**src/rtl/digi_ota_array.sv**
```systemverilog
// Clocked multi-channel digital comparator: sync, glitch filter,
// tie hysteresis and explicit output enable per channel.
module digi_ota_array #(
  parameter int CHANNELS    = 4,
  parameter int SYNC_STAGES = 2,
  parameter int FILTER_LEN  = 4
) (
  input  logic                clk,
  input  logic                rst,
  input  logic                en,
  input  logic                hold_mode,
  input  logic [CHANNELS-1:0] vip,
  input  logic [CHANNELS-1:0] vin,
  output logic [CHANNELS-1:0] out,
  output logic [CHANNELS-1:0] out_oe,
  output logic [CHANNELS-1:0] out_edge
);

  localparam logic [1:0] D_TIE = 2'd0;
  localparam logic [1:0] D_UP  = 2'd1;
  localparam logic [1:0] D_DN  = 2'd2;

  localparam logic [1:0] S_TIE  = 2'd0;
  localparam logic [1:0] S_HIGH = 2'd1;
  localparam logic [1:0] S_LOW  = 2'd2;

  localparam logic [3:0] FL = 4'(FILTER_LEN);

  logic [SYNC_STAGES-1:0][CHANNELS-1:0] p_sync;
  logic [SYNC_STAGES-1:0][CHANNELS-1:0] n_sync;

  always_ff @(posedge clk) begin
    if (rst) begin
      p_sync <= '0;
      n_sync <= '0;
    end else begin
      p_sync <= {p_sync[SYNC_STAGES-2:0], vip};
      n_sync <= {n_sync[SYNC_STAGES-2:0], vin};
    end
  end

  for (genvar i = 0; i < CHANNELS; i++) begin : g_ch
    logic       p, n;
    logic [1:0] d;
    logic [1:0] cand, cand_n;
    logic [3:0] cnt, cnt_n;
    logic [1:0] fsm, fsm_n;
    logic       dec, dec_n;
    logic       o, o_n;
    logic       oe, oe_n;
    logic       ev, ev_n;

    assign p = p_sync[SYNC_STAGES-1][i];
    assign n = n_sync[SYNC_STAGES-1][i];

    always_comb begin
      d = D_TIE;
      unique case (1'b1)
        p & ~n:  d = D_UP;
        ~p & n:  d = D_DN;
        default: d = D_TIE;
      endcase
    end

    always_comb begin
      cand_n = cand;
      cnt_n  = cnt;
      fsm_n  = fsm;
      dec_n  = dec;
      o_n    = o;
      oe_n   = oe;
      ev_n   = 1'b0;
      if (!en) begin
        cand_n = D_TIE;
        cnt_n  = 4'd0;
        fsm_n  = S_TIE;
        oe_n   = 1'b0;
      end else begin
        if (d == cand) begin
          cnt_n = (cnt == FL) ? FL : cnt + 4'd1;
        end else begin
          cand_n = d;
          cnt_n  = 4'd1;
        end
        // saturated re-commits land in the same state, so no edge guard
        if (cnt_n == FL) begin
          unique case (cand_n)
            D_UP:    fsm_n = S_HIGH;
            D_DN:    fsm_n = S_LOW;
            default: fsm_n = S_TIE;
          endcase
        end
        if (fsm_n != S_TIE) dec_n = 1'b1;
        unique case (1'b1)
          fsm_n == S_HIGH: begin
            o_n  = 1'b1;
            oe_n = 1'b1;
          end
          fsm_n == S_LOW: begin
            o_n  = 1'b0;
            oe_n = 1'b1;
          end
          default: oe_n = hold_mode & dec_n;
        endcase
        ev_n = o_n ^ o;
      end
    end

    always_ff @(posedge clk) begin
      if (rst) begin
        cand <= D_TIE;
        cnt  <= 4'd0;
        fsm  <= S_TIE;
        dec  <= 1'b0;
        o    <= 1'b0;
        oe   <= 1'b0;
        ev   <= 1'b0;
      end else begin
        cand <= cand_n;
        cnt  <= cnt_n;
        fsm  <= fsm_n;
        dec  <= dec_n;
        o    <= o_n;
        oe   <= oe_n;
        ev   <= ev_n;
      end
    end

    assign out[i]      = o;
    assign out_oe[i]   = oe;
    assign out_edge[i] = ev;
  end

endmodule

```
**config.mk**
```make
export PLATFORM = sky130hd
export DESIGN_NAME = digi_ota_array
export DESIGN_NICKNAME = d
export VERILOG_FILES = /design/src/rtl/digi_ota_array.sv
export SDC_FILE = /design/constraint.sdc
export NUM_CORES = 1
export LEC_CHECK = 0
export CAP_MARGIN = 15
export CORE_MARGIN = 4
export CORE_UTILIZATION = 43
export CTS_BUF_LIST = sky130_fd_sc_hd__clkbuf_4 sky130_fd_sc_hd__clkbuf_8 sky130_fd_sc_hd__clkbuf_16
export CTS_CLUSTER_DIAMETER = 50
export DETAILED_ROUTE_END_ITERATION = 10
export PLACE_DENSITY = 0.62
export SYNTH_ARGS = -nofsm -noshare
export SYNTH_HDL_FRONTEND = slang
export SYNTH_SLANG_ARGS = --single-unit
export TNS_END_PERCENT = 5
```
**constraint.sdc**
```tcl
create_clock -name clk -period 2.3 [get_ports clk]
set_input_delay 0.23 -clock clk [delete_from_list [all_inputs] [get_ports clk]]
set_output_delay 0.23 -clock clk [all_outputs]
set_load 0.05 [all_outputs]
```
==> results of run 1 <==
area by class of cell:
cell class,instances,area [µm²]
timing repair buffer,33,305
clock buffer,11,139
fill,618,3060
multi-input combinational,205,1490
clock inverter,4,22.5
sequential,64,1280
tap,77,96.3
inverter,28,105
power by group:
| part | leakage, µW | total [µW] | internal (µW) | switching, µW |
|---|---|---|---|---|
| Clock | 0.0000858 | 817 | 403 | 414 |
| Combinational | 0.000855 | 137 | 66.8 | 70.2 |
| Sequential | 0.000521 | 1150 | 1130 | 16.2 |
synth_stat cells, types with 8 or more instances:
library cell	count
dfxtp_1	64
nor2b_1	29
inv_1	28
nand2_1	27
nor2_1	22
mux2i_1	18
a21oi_1	16
ha_1	16
buf_4	12
nand3_1	8
nor3_1	8
layer usage:
layer / global-route usage [%] / wire length (µm) / vias to the layer above
li1: - / - / 1091
met3: 4.75 / 179 / 9
met2: 21.1 / 2250 / 22
met5: 0 / 0 / -
met4: 5.74 / 91 / 0
met1: 16.7 / 2420 / 941
stage by stage:
stage	TNS [ps]	cell area [µm²]	cells	hold WS, ps	worst slack (ps)
floorplan	-67.2	2970	315	302	-67.2
global placement	0	3260	407	417	10.7
detailed placement	-42.7	3260	407	422	-42.7
CTS	0	3420	422	420	16.0
global route	-329	3440	422	424	-111
finish	0	3440	422	427	69.1
critical path: stages, from the launching register on:
cell	delay, ps
dfxtp_2	330
ha_2	180
and2_4	140
a211o_1	280
nor4_4	250
mux2i_2	340
ha_4	250
nor2b_2	110
mux2i_1	180
nor2_1	50
kinds of logic after synthesis:
kind of cell               Yosys count
AOI/OAI and AO/OA                   34
xor gates and xnor gates             8
adders and majority gates           16
buffers and inverters               46
DFF                                 64
muxes                               23
and+or+nand+nor                    124
what timing repair did:
| item | in CTS | in global routing |
|---|---|---|
| endpoints found under the setup margin | 1 | 11 |
| hold endpoints to repair | 0 | 0 |
| gates resized for setup | 0 | 7 |
| setup buffers | 0 | 0 |
| pin swaps | 1 | 1 |
worst min path at each step:
stage / startpoint / slack [ps] / endpoint / depth (start not counted)
global route: vip[3] / 420 / p_sync[3] / 2
global placement: p_sync[3] / 420 / g_ch[3].p / 1
detailed placement: n_sync[0] / 420 / g_ch[0].n / 1
finish: n_sync[0] / 430 / g_ch[0].n / 1
CTS: vip[0] / 420 / p_sync[0] / 2
floorplan: rst / 300 / g_ch[3].n / 1
==> results.json, run 1 <==
{
  "final_util_pct": 53.0,
  "fp-row-count": 29,
  "vias_per_cell": 4.89,
  "synth_area_leaders": "dfxtp_1, ha_1, nor2b_1, mux2i_1, inv_1",
  "period_share_pct": 97.0,
  "htreeDepth": 3,
  "antenna_found_initial": 0,
  "ys_seq_area_share_pct": 43.6,
  "cts_tree": "built",
  "yosys-mux-area-fraction_pct": 8.18,
  "dr.pass1.iters": 4,
  "synth_cells": 315,
  "grt_pass1_wl_mm": 8.98,
  "post_drt_wl_per_cell_um": 11.7,
  "ios": 24,
  "p_per_area_mw_per_mm2": 611,
  "synth_area_per_cell_um2": 9.32,
  "startpoint": "g_ch[3].cnt[1]",
  "port_buffers": 23,
  "worstPathArrival_ps": 2460,
  "layout-drive-gt1-share_pct": 13.3,
  "maxCapViolCount": 0,
  "largest_reg_flops": 16,
  "place_congestion": 0.778,
  "top_register": "g_ch.cnt",
  "clock_path_buffers": 2,
  "cts_hold_buf": 0,
  "r2r_slack_ps": 70,
  "critPathKind": "register to register",
  "yosysTopAreaCellShare_pct": 43.6,
  "largest_registers": "g_ch.cnt x16, g_ch.cand x8, g_ch.fsm x8",
  "yosys_warnings": 0,
  "cts_sinks": 64,
  "clkSlewWorstSetupHoldPaths_ps": 70,
  "die_y_um": 90.6,
  "skew_ps": 5.72,
  "worst_slew_pin_slew_ps": 591,
  "worstPathRequired_ps": 2530,
  "yosys.area_share.adder_pct": 6.82,
  "drt_iter0_drc": 46,
  "drc_errors": 0,
  "crit_end": "g_ch[3].o",
  "setup_viol": 0,
  "die_area_mm2": 0.00821,
  "mostFrequentLayoutCells": "dfxtp_1, nor2b_1, nand2_1",
  "dp_hpwl_mm": 3.57,
  "vias": 2063,
  "synth_edf_count": 0,
  "track_usage_pct": 13.5,
  "synth-simple-area-share_pct": 24.2,
  "cp_max_fo": 3,
  "finalPower_uw": 2100,
  "crit_path_start_kind": "register",
  "synth_xor_area_share_pct": 2.39,
  "core_mm2": 0.00649,
  "synth_cell_types": 40,
  "numCtsBuffers": 9,
  "n_antenna_cell": 0,
  "ys_ff_latch": 64,
  "fin_crit_ps": 2230,
  "r2r_end": "g_ch[3].o",
  "p_leak_uw": 0.00146,
  "synth_compound_area_share_pct": 7.37,
  "overflow": 0,
  "routed_wl_mm": 4.94,
  "syn_to_final_growth_pct": 17.2,
  "max_freq_ghz": 0.448,
  "synth_fp_nets": 343,
  "slew_headroom_pct": 60.6,
  "synth_top_area_cell": "dfxtp_1",
  "start_util_pct": 45.2,
  "synthesis.area_mm2": 0.00294,
  "rr_startpoint": "g_ch[3].cnt[1]",
  "rsz0062_at_grt": "true",
  "status": "completed",
  "grt_pass1_vias": 2027,
  "final_common_cell": "dfxtp_1",
  "fp.dieW_um": 90.6,
  "reg2reg_depth": 9,
  "final_max_slew_viol_count": 0,
  "postRouteAntennaNets": 0,
  "finalNetCount": 369,
  "synth-main-ff-cell": "dfxtp_1",
  "grt_max_degree": 23,
  "clock-root-buffer": "clkbuf_8",
  "end_kind": "register",
  "finalHoldViolations": 0,
  "clk_latency_ps": 340,
  "peakVddDrop_mv": 0.470,
  "synth_top_family_by_area": "simple AND/OR/NAND/NOR gates",
  "synthArstFlopShare_pct": 0,
  "hp-class": "register to register"
}
(Power assumes the default switching activity.)
==> run 2, diff against run 1 <==
--- a/config.mk
+++ b/config.mk
@@ -5,7 +5,6 @@
 export SDC_FILE = /design/constraint.sdc
 export NUM_CORES = 1
 export LEC_CHECK = 0
-export CAP_MARGIN = 15
 export CORE_MARGIN = 4
 export CORE_UTILIZATION = 43
 export CTS_BUF_LIST = sky130_fd_sc_hd__clkbuf_4 sky130_fd_sc_hd__clkbuf_8 sky130_fd_sc_hd__clkbuf_16
==> results of run 2 <==
Final layout, timing and power as in run 1 (identical DEF).
==> run 3, diff against run 2 <==
--- a/config.mk
+++ b/config.mk
@@ -5,12 +5,13 @@
 export SDC_FILE = /design/constraint.sdc
 export NUM_CORES = 1
 export LEC_CHECK = 0
+export CAP_MARGIN = 10
 export CORE_MARGIN = 4
 export CORE_UTILIZATION = 43
 export CTS_BUF_LIST = sky130_fd_sc_hd__clkbuf_4 sky130_fd_sc_hd__clkbuf_8 sky130_fd_sc_hd__clkbuf_16
 export CTS_CLUSTER_DIAMETER = 50
 export DETAILED_ROUTE_END_ITERATION = 10
-export PLACE_DENSITY = 0.62
+export PLACE_DENSITY = 0.6
 export SYNTH_ARGS = -nofsm -noshare
 export SYNTH_HDL_FRONTEND = slang
 export SYNTH_SLANG_ARGS = --single-unit
==> constraint.sdc (replaced) <==
create_clock -name clk -period 2.8 [get_ports clk]
set_input_delay 0.28 -clock clk [delete_from_list [all_inputs] [get_ports clk]]
set_output_delay 0.28 -clock clk [all_outputs]
set_load 0.05 [all_outputs]
==> run 3 against run 2 <==
Clock power fell by 9.3%. First-iteration DRC count fell by 11%. Maximum frequency fell by 14%. Die area did not move. Worst setup slack improved by 150 ps. Clock skew rose by 3.2 ps. Sequential share of layout area rose by 0.76 points. Utilization fell by 1.2 points. Largest cell class unchanged. Largest power group unchanged. Highest routed layer unchanged.
==> results.json, run 3 (synthesis gave the netlist of run 1 again) <==
{
  "top_register": "g_ch.cnt",
  "finalHoldViolations": 0,
  "fp-row-count": 29,
  "ios": 24,
  "overflow": 0,
  "port_buffers": 23,
  "end_kind": "register",
  "htreeDepth": 3,
  "largest_registers": "g_ch.cnt x16, g_ch.cand x8, g_ch.fsm x8",
  "regArea_mm2": 0.00128,
  "worstPathRequired_ps": 3020,
  "syn_to_final_growth_pct": 14.6,
  "crit_path_start_kind": "register",
  "final_common_cell": "dfxtp_1",
  "cts_sinks": 64,
  "critPathKind": "register to register",
  "met3_length_um": 211,
  "status": "completed",
  "drc_errors": 0,
  "hold_ws_ps": 426,
  "die_y_um": 90.6,
  "mostFrequentLayoutCells": "dfxtp_1, nor2b_1, inv_1",
  "hp-class": "register to register",
  "fill_cells": 610,
  "maxCapViolCount": 0,
  "p_clk_share_pct": 41.4,
  "p_leak_uw": 0.00143,
  "cts_setup_buffers": 0,
  "setup_ws_ps": 218,
  "fp.dieW_um": 90.6,
  "antenna_found_initial": 0,
  "drt_iter0_drc": 41,
  "clock-root-buffer": "clkbuf_8",
  "clk_latency_ps": 330,
  "slew_headroom_pct": 62.4,
  "setup_viol": 0,
  "grt_pass1_wl_mm": 8.42,
  "dp_hpwl_mm": 3.56,
  "final_util_pct": 51.8,
  "p_switching_uw": 397,
  "routed_wl_mm": 4.82,
  "dr.pass1.iters": 4,
  "track_usage_pct": 12.8,
  "seq_power_share_pct": 52.7,
  "period_share_pct": 92.2,
  "swShare_pct": 22.2,
  "post_drt_wl_per_cell_um": 11.6,
  "fin_crit_ps": 2580,
  "final_max_slew_viol_count": 0,
  "clkSlewWorstSetupHoldPaths_ps": 70,
  "core_mm2": 0.00649,
  "vias": 2020,
  "setup_tns_ps": 0,
  "postRouteAntennaNets": 0,
  "vias_per_cell": 4.86,
  "preCtsSetupSlack_ps": 245,
  "postCtsResizedCells": 0,
  "p_per_area_mw_per_mm2": 532,
  "clock_path_buffers": 2,
  "p_int_uw": 1390,
  "grt_pass1_vias": 1976,
  "cts_tree": "built",
  "wirelength_met1_mm": 2.28,
  "power_frac_comb_pct": 5.8,
  "place_congestion": 0.749,
  "dr_wl_met2_mm": 2.27,
  "multi_input_area_mm2": 0.00144,
  "layout-drive-gt1-share_pct": 8.26,
  "n_antenna_cell": 0,
  "die_area_mm2": 0.00821,
  "cp_max_fo": 5,
  "worst_slew_pin_slew_ps": 564,
  "final_area_mm2": 0.00336,
  "worstPathArrival_ps": 2800,
  "peakVddDrop_mv": 0.451,
  "finalNetCount": 362,
  "numCtsBuffers": 9,
  "rsz0062_at_grt": "false",
  "placed_cell_area_mm2": 0.00317,
  "cts_hold_buf": 0,
  "skew_ps": 8.95,
  "start_util_pct": 45.2,
  "grt_max_degree": 19,
  "top_layer_used": "met4",
  "max_freq_ghz": 0.387,
  "largest_reg_flops": 16
}
[run 3: power groups by stage]
stage / clock, µW / sequential, µW / combinational (µW)
after CTS: 768 / 943 / 106
after global placement: 0 / 963 / 104
after detailed placement: 0 / 964 / 105
after global routing: 813 / 945 / 118
after floorplan: 0 / 960 / 70.7
final: 741 / 943 / 104
[run 3: path summary, 6_finish.rpt]
kind / cells past startpoint / slack (ps) / end / from
min reg2reg: 1 / 430 / g_ch[0].n / n_sync[0]
min: 1 / 430 / g_ch[0].n / n_sync[0]
max: 9 / 220 / g_ch[3].o / g_ch[3].cnt[0]
max reg2reg: 9 / 220 / g_ch[3].o / g_ch[3].cnt[0]
[run 3: layout make-up]
cell class | count | area share (%)
clock inverter | 2 | 0.372
sequential | 64 | 38.1
multi-input combinational | 205 | 42.7
inverter | 28 | 3.12
tap | 77 | 2.86
timing repair buffer | 26 | 7.51
clock buffer | 14 | 5.36
[run 3: routing by layer]
layer	GRT usage, %	up-vias
li1	-	1081
met1	14.2	909
met2	21.6	24
met3	5.75	6
met4	4.59	0
met5	0	-
[run 3: metrics by stage]
stage                     std cells  power (µW)
after floorplan                 315        1030
after global placement          400        1070
after detailed placement        400        1070
after CTS                       416        1820
after global routing            416        1880
final                           416        1790
[run 3: worst max-delay path, cell delays in order, from the launching register on]
cell and delay (ps):
dfxtp_1 340, ha_1 220, and2_1 170, a211o_1 320, nor4_4 350, mux2_4 340, ha_1 330, nor2b_1 150
mux2i_1 210, nor2_1 50
==> patch 1: new RTL, config.mk and constraints of run 3 <==
The parameter `SYNC_STAGES` goes from 2 to 4.
--- a/src/rtl/digi_ota_array.sv
+++ b/src/rtl/digi_ota_array.sv
@@ -4,3 +4,3 @@
   parameter int CHANNELS    = 4,
-  parameter int SYNC_STAGES = 2,
+  parameter int SYNC_STAGES = 4,
   parameter int FILTER_LEN  = 4
Check against the original RTL: not equivalent (Yosys sat finds a counterexample within 10 cycles, from zero or initial values and one cycle with rst high).
==> patch 1 against run 3 <==
Area after synthesis is 15% higher. Count of clock-buffer cells in the layout is 3 lower. Non-clock buffer count is 1 higher. Critical path depth stayed put. Power is 19% higher. Worst setup slack better by 0.13 ns. Combinational power is 7% lower. Final area is 14% higher. Sequential cell count is 16 higher. Worst hold slack better by 0.011 ns. Synthesized cell count is 10% higher. Via count is 7.8% higher. Routed wire length is 6.4% higher. Critical path type unchanged. Largest cell class is now flip-flops and latches. Largest power group unchanged.
==> patch 1: results (changes against run 3) <==
[setup_path]
cp_num_buf_inv = 0  ; unchanged
r2r-start = g_ch[3].cnt[0]
slowest_stage = dfxtp_1
path_delay_family = simple AND/OR/NAND/NOR gates
worstSetupEndpoint = g_ch[3].o
worstPathArrival_ns = 2.67  ; -0.13 ns
worstRegToRegCells = 9  ; unchanged
reg2reg_setup_slack_ns = 0.35  ; +0.13 ns
worst-path-max-fanout = 4  ; -1
critPathMaxStageDelay_ns = 0.35  ; about the same
crit_type = reg -> reg
rr_endpoint = g_ch[3].o

[pwr]
power.leakage_uw = 0.00157  ; +9.6%
ir_drop_uv = 376  ; -17%

[global_routing]
grt_max_degree = 37  ; +18
grt_pass1_vias = 2010  ; +1.7%
grt_first_pass_wirelength_um = 8740  ; +3.8%
track_usage = 0.122  ; -0.00591

[synth]
synth.area.top_cells = dfxtp_1, nor2b_1, ha_1, mux2i_1, inv_1
synth_common_cells = dfxtp_1, nor2b_1, inv_1, nand2_1, nor2_1
synthesis.nets = 375  ; +9.3%
ys.warnings.count = 0  ; unchanged
ys_seq_area_frac = 0.476  ; +0.0397
synth.distinct_cells = 37  ; -7.5%

[min_path]
min-delay-start = n_sync[0]
holdCritPathClass = reg -> reg
min_path_cells = 1  ; unchanged

[clock_tree]
post-cts-setup-buffers = 0  ; unchanged
worstSkewPairLatency_ns = 0.33  ; about the same
cts_max_level = 3  ; unchanged
clockBufferDepth = 2  ; unchanged
clock-root-buffer = clkbuf_8

[cells_and_area]
seq_area_mm2 = 0.00160  ; +25%
reg.largest.list = g_ch.cnt: 16 flops, n_sync: 12 flops, p_sync: 12 flops
nClkBuffers = 11  ; -3
drive_above_1_share = 0.0865  ; +0.00389
finalNetCount = 393  ; +8.6%
multi_input_gates = 217  ; +5.9%
buffers = 27  ; +3.8%
inv_count = 30  ; +7.1%
fillers = 682  ; +12%
multi_input_area_share = 0.399  ; -0.0281
buf_share = 0.0679  ; -0.00724
flops_and_latches = 80  ; +25%
antennaDiodeCount = 0  ; unchanged
clk_share = 0.0539  ; -0.00342

[routing]
drt_iter0_drc = 66  ; +61%
avgRoutedWirePerCell_um = 10.9  ; -5.7%
vias = 2178  ; +7.8%
drt_pass1_iterations = 4  ; unchanged

[run_status]
status = finished, final reports clean

[placement]
gp_congestion = 0.729  ; -2.7%
dp_hpwl_um = 3680  ; +3.6%

[sta]
worst_slew_pin_slew_ns = 0.556  ; -0.00727 ns
fin_setup_tns_ns = 0  ; unchanged
finalClockSkew_ns = 0.00559  ; -0.00335 ns

-- patch 1: cell count changes after synthesis, moves of 2 or more --
cell and change:
a211oi_1 +2, a21oi_1 -2, and3_1 -2, clkbuf_1 +2, dfxtp_1 +16, inv_1 +2, nand2_1 -2, nand4_1 -2
nor2_1 +2, nor2b_1 +17, nor3_1 -2
-- patch 1: cell families after synthesis --
kind of cell             synth area share
AO/OA/AOI/OAI                      0.0625
adder cells (fa/ha/maj)            0.0595
multiplexers                       0.0759
flip-flops                          0.476
AND/OR/NAND/NOR                     0.236
XOR/XNOR                           0.0208
buffers and inverters              0.0692
-- patch 1: worst min path at each step --
| stage | end | slack, ns |
|---|---|---|
| after floorplan | n_sync[0] | 0.41 |
| after global placement | g_ch[1].p | 0.42 |
| after detailed placement | n_sync[8] | 0.42 |
| after CTS | n_sync[4] | 0.44 |
| after global routing | g_ch[0].p | 0.45 |
| final | n_sync[4] | 0.44 |
-- patch 1: layer usage --
metal / up-vias / share of wire / global-route usage
met3: 8 / 0.055 / 0.0341
met5: - / 0 / 0
met4: 0 / 0.021 / 0.0701
met1: 971 / 0.50 / 0.153
met2: 33 / 0.43 / 0.188
li1: 1166 / - / -
-- patch 1: power by group --
group          switching [uW]  internal, uW  total [uW]
logic                    52.0          45.1        97.1
registers                11.0          1160        1170
clock network             396           457         854
total                     459          1660        2120
-- patch 1: metrics by stage --
| step | area, um2 | cells | power (uW) | setup slack, ns |
|---|---|---|---|---|
| 2_1_floorplan | 3360 | 347 | 1260 | 0.362 |
| 3_3_place_gp | 3630 | 453 | 1290 | 0.401 |
| 3_5_place_dp | 3630 | 453 | 1290 | 0.366 |
| 4_1_cts | 3830 | 469 | 2160 | 0.337 |
| 5_1_grt | 3830 | 469 | 2220 | 0.156 |
| 6_report | 3830 | 469 | 2120 | 0.350 |
==> patch 2: new RTL, config.mk and constraints of run 3 <==
Without the edit above. Make the reset (`rst`) asynchronous in 2 clocked blocks.
--- a/src/rtl/digi_ota_array.sv
+++ b/src/rtl/digi_ota_array.sv
@@ -31,3 +31,3 @@
 
-  always_ff @(posedge clk) begin
+  always_ff @(posedge clk or posedge rst) begin
     if (rst) begin
@@ -108,3 +108,3 @@
 
-    always_ff @(posedge clk) begin
+    always_ff @(posedge clk or posedge rst) begin
       if (rst) begin
Formal check against the unedited RTL: differs if rst is asserted again (counterexample within 10 cycles, from zero or initial values and one cycle with rst high); with rst held inactive, the same outputs for 10 cycles.
==> patch 2 against run 3 <==
Sequential power rose by 4.3%. Worst setup slack improved by 0.45 ns. Power rose by 16%. Critical endpoint is now g_ch[3].dec. Sequential cell count did not move. Routed wire length rose by 18%. Area after synthesis rose by 5.9%. Final area rose by 7.1%. Non-clock buffer count fell by 1.
==> patch 2: results (changes against run 3) <==
[setup_path]
critPathMaxStageDelay_ns = 0.56  ; +0.21 ns
reg2reg_setup_slack_ns = 0.67  ; +0.45 ns
worstRegToRegCells = 8  ; -1
worst-path-max-fanout = 4  ; -1
worstSetupEndpoint = g_ch[3].dec
worstPathArrival_ns = 2.36  ; -0.44 ns

[routing]
drt_iter0_drc = 44  ; +7.3%
wl_met3_um = 145  ; -31%

[global_routing]
met1_usage = 0.190  ; +0.0487
track_usage = 0.148  ; +0.0197
grt_pass1_vias = 2239  ; +13%
grt_max_degree = 65  ; +46
grtUsageMet3 = 0.0386  ; -0.0189

[placement]
dp.cells = 414  ; +3.5%
post_dp_cell_area_mm2 = 0.00337  ; +6.4%

[sta]
final.period_utilization = 0.761  ; -0.161
worst_slew_pin_slew_ns = 0.868  ; +0.305 ns
worst_hold_slack_ns = 0.326  ; -0.100 ns

[cells_and_area]
synthToLayoutAreaGrowth_pct = 15.9
sh_seq_area = 0.444  ; +0.0635
multi_input_area_share = 0.377  ; -0.0503
clk_share = 0.0639  ; +0.00660
flops_and_latches = 64  ; unchanged
buffers = 25  ; -3.8%

[synth]
synthesis.nets = 331  ; -3.5%
synth_flop_cell = dfrtp_1
synth_fa_ha_area_frac = 0.0322  ; -0.0360
synth.distinct_cells = 48  ; +20%
ys_seq_area_frac = 0.515  ; +0.0786
synth_compound_area_frac = 0.158  ; +0.0844
synth.area.top_cells = dfrtp_1, nor2_1, nand2_1, ha_1, buf_4

[pwr]
power.leakage_uw = 0.00154  ; +7.7%
p_switching_uw = 510  ; +28%
ir_drop_uv = 299  ; -34%

[run_status]
status = finished, final reports clean

## patch 2: changes by cell type after synthesis, moves of 5 or more
cell / run 3 / this run
dfxtp_1: 64 / 0
inv_1: 28 / 10
dfrtp_1: 0 / 64
mux2i_1: 18 / 1
nor2b_1: 29 / 9
a211oi_1: 3 / 8
nand3_1: 8 / 15
o21ai_1: 1 / 6
nor2_1: 22 / 36
nand3b_1: 1 / 8
ha_1: 16 / 8
a31oi_1: 1 / 8
## patch 2: power by group through the flow
stage | Combinational [uW] | Clock, uW | Sequential [uW]
final | 194 | 897 | 984
after global routing | 219 | 962 | 990
after CTS | 197 | 929 | 984
after detailed placement | 196 | 0 | 1000
after global placement | 193 | 0 | 1000
after floorplan | 145 | 0 | 996
## patch 2: worst min-delay path, stage by stage
cell,delay (ns)
clkdlybuf4s50_1,0.42
inv_2,0.07
buf_12,0.30
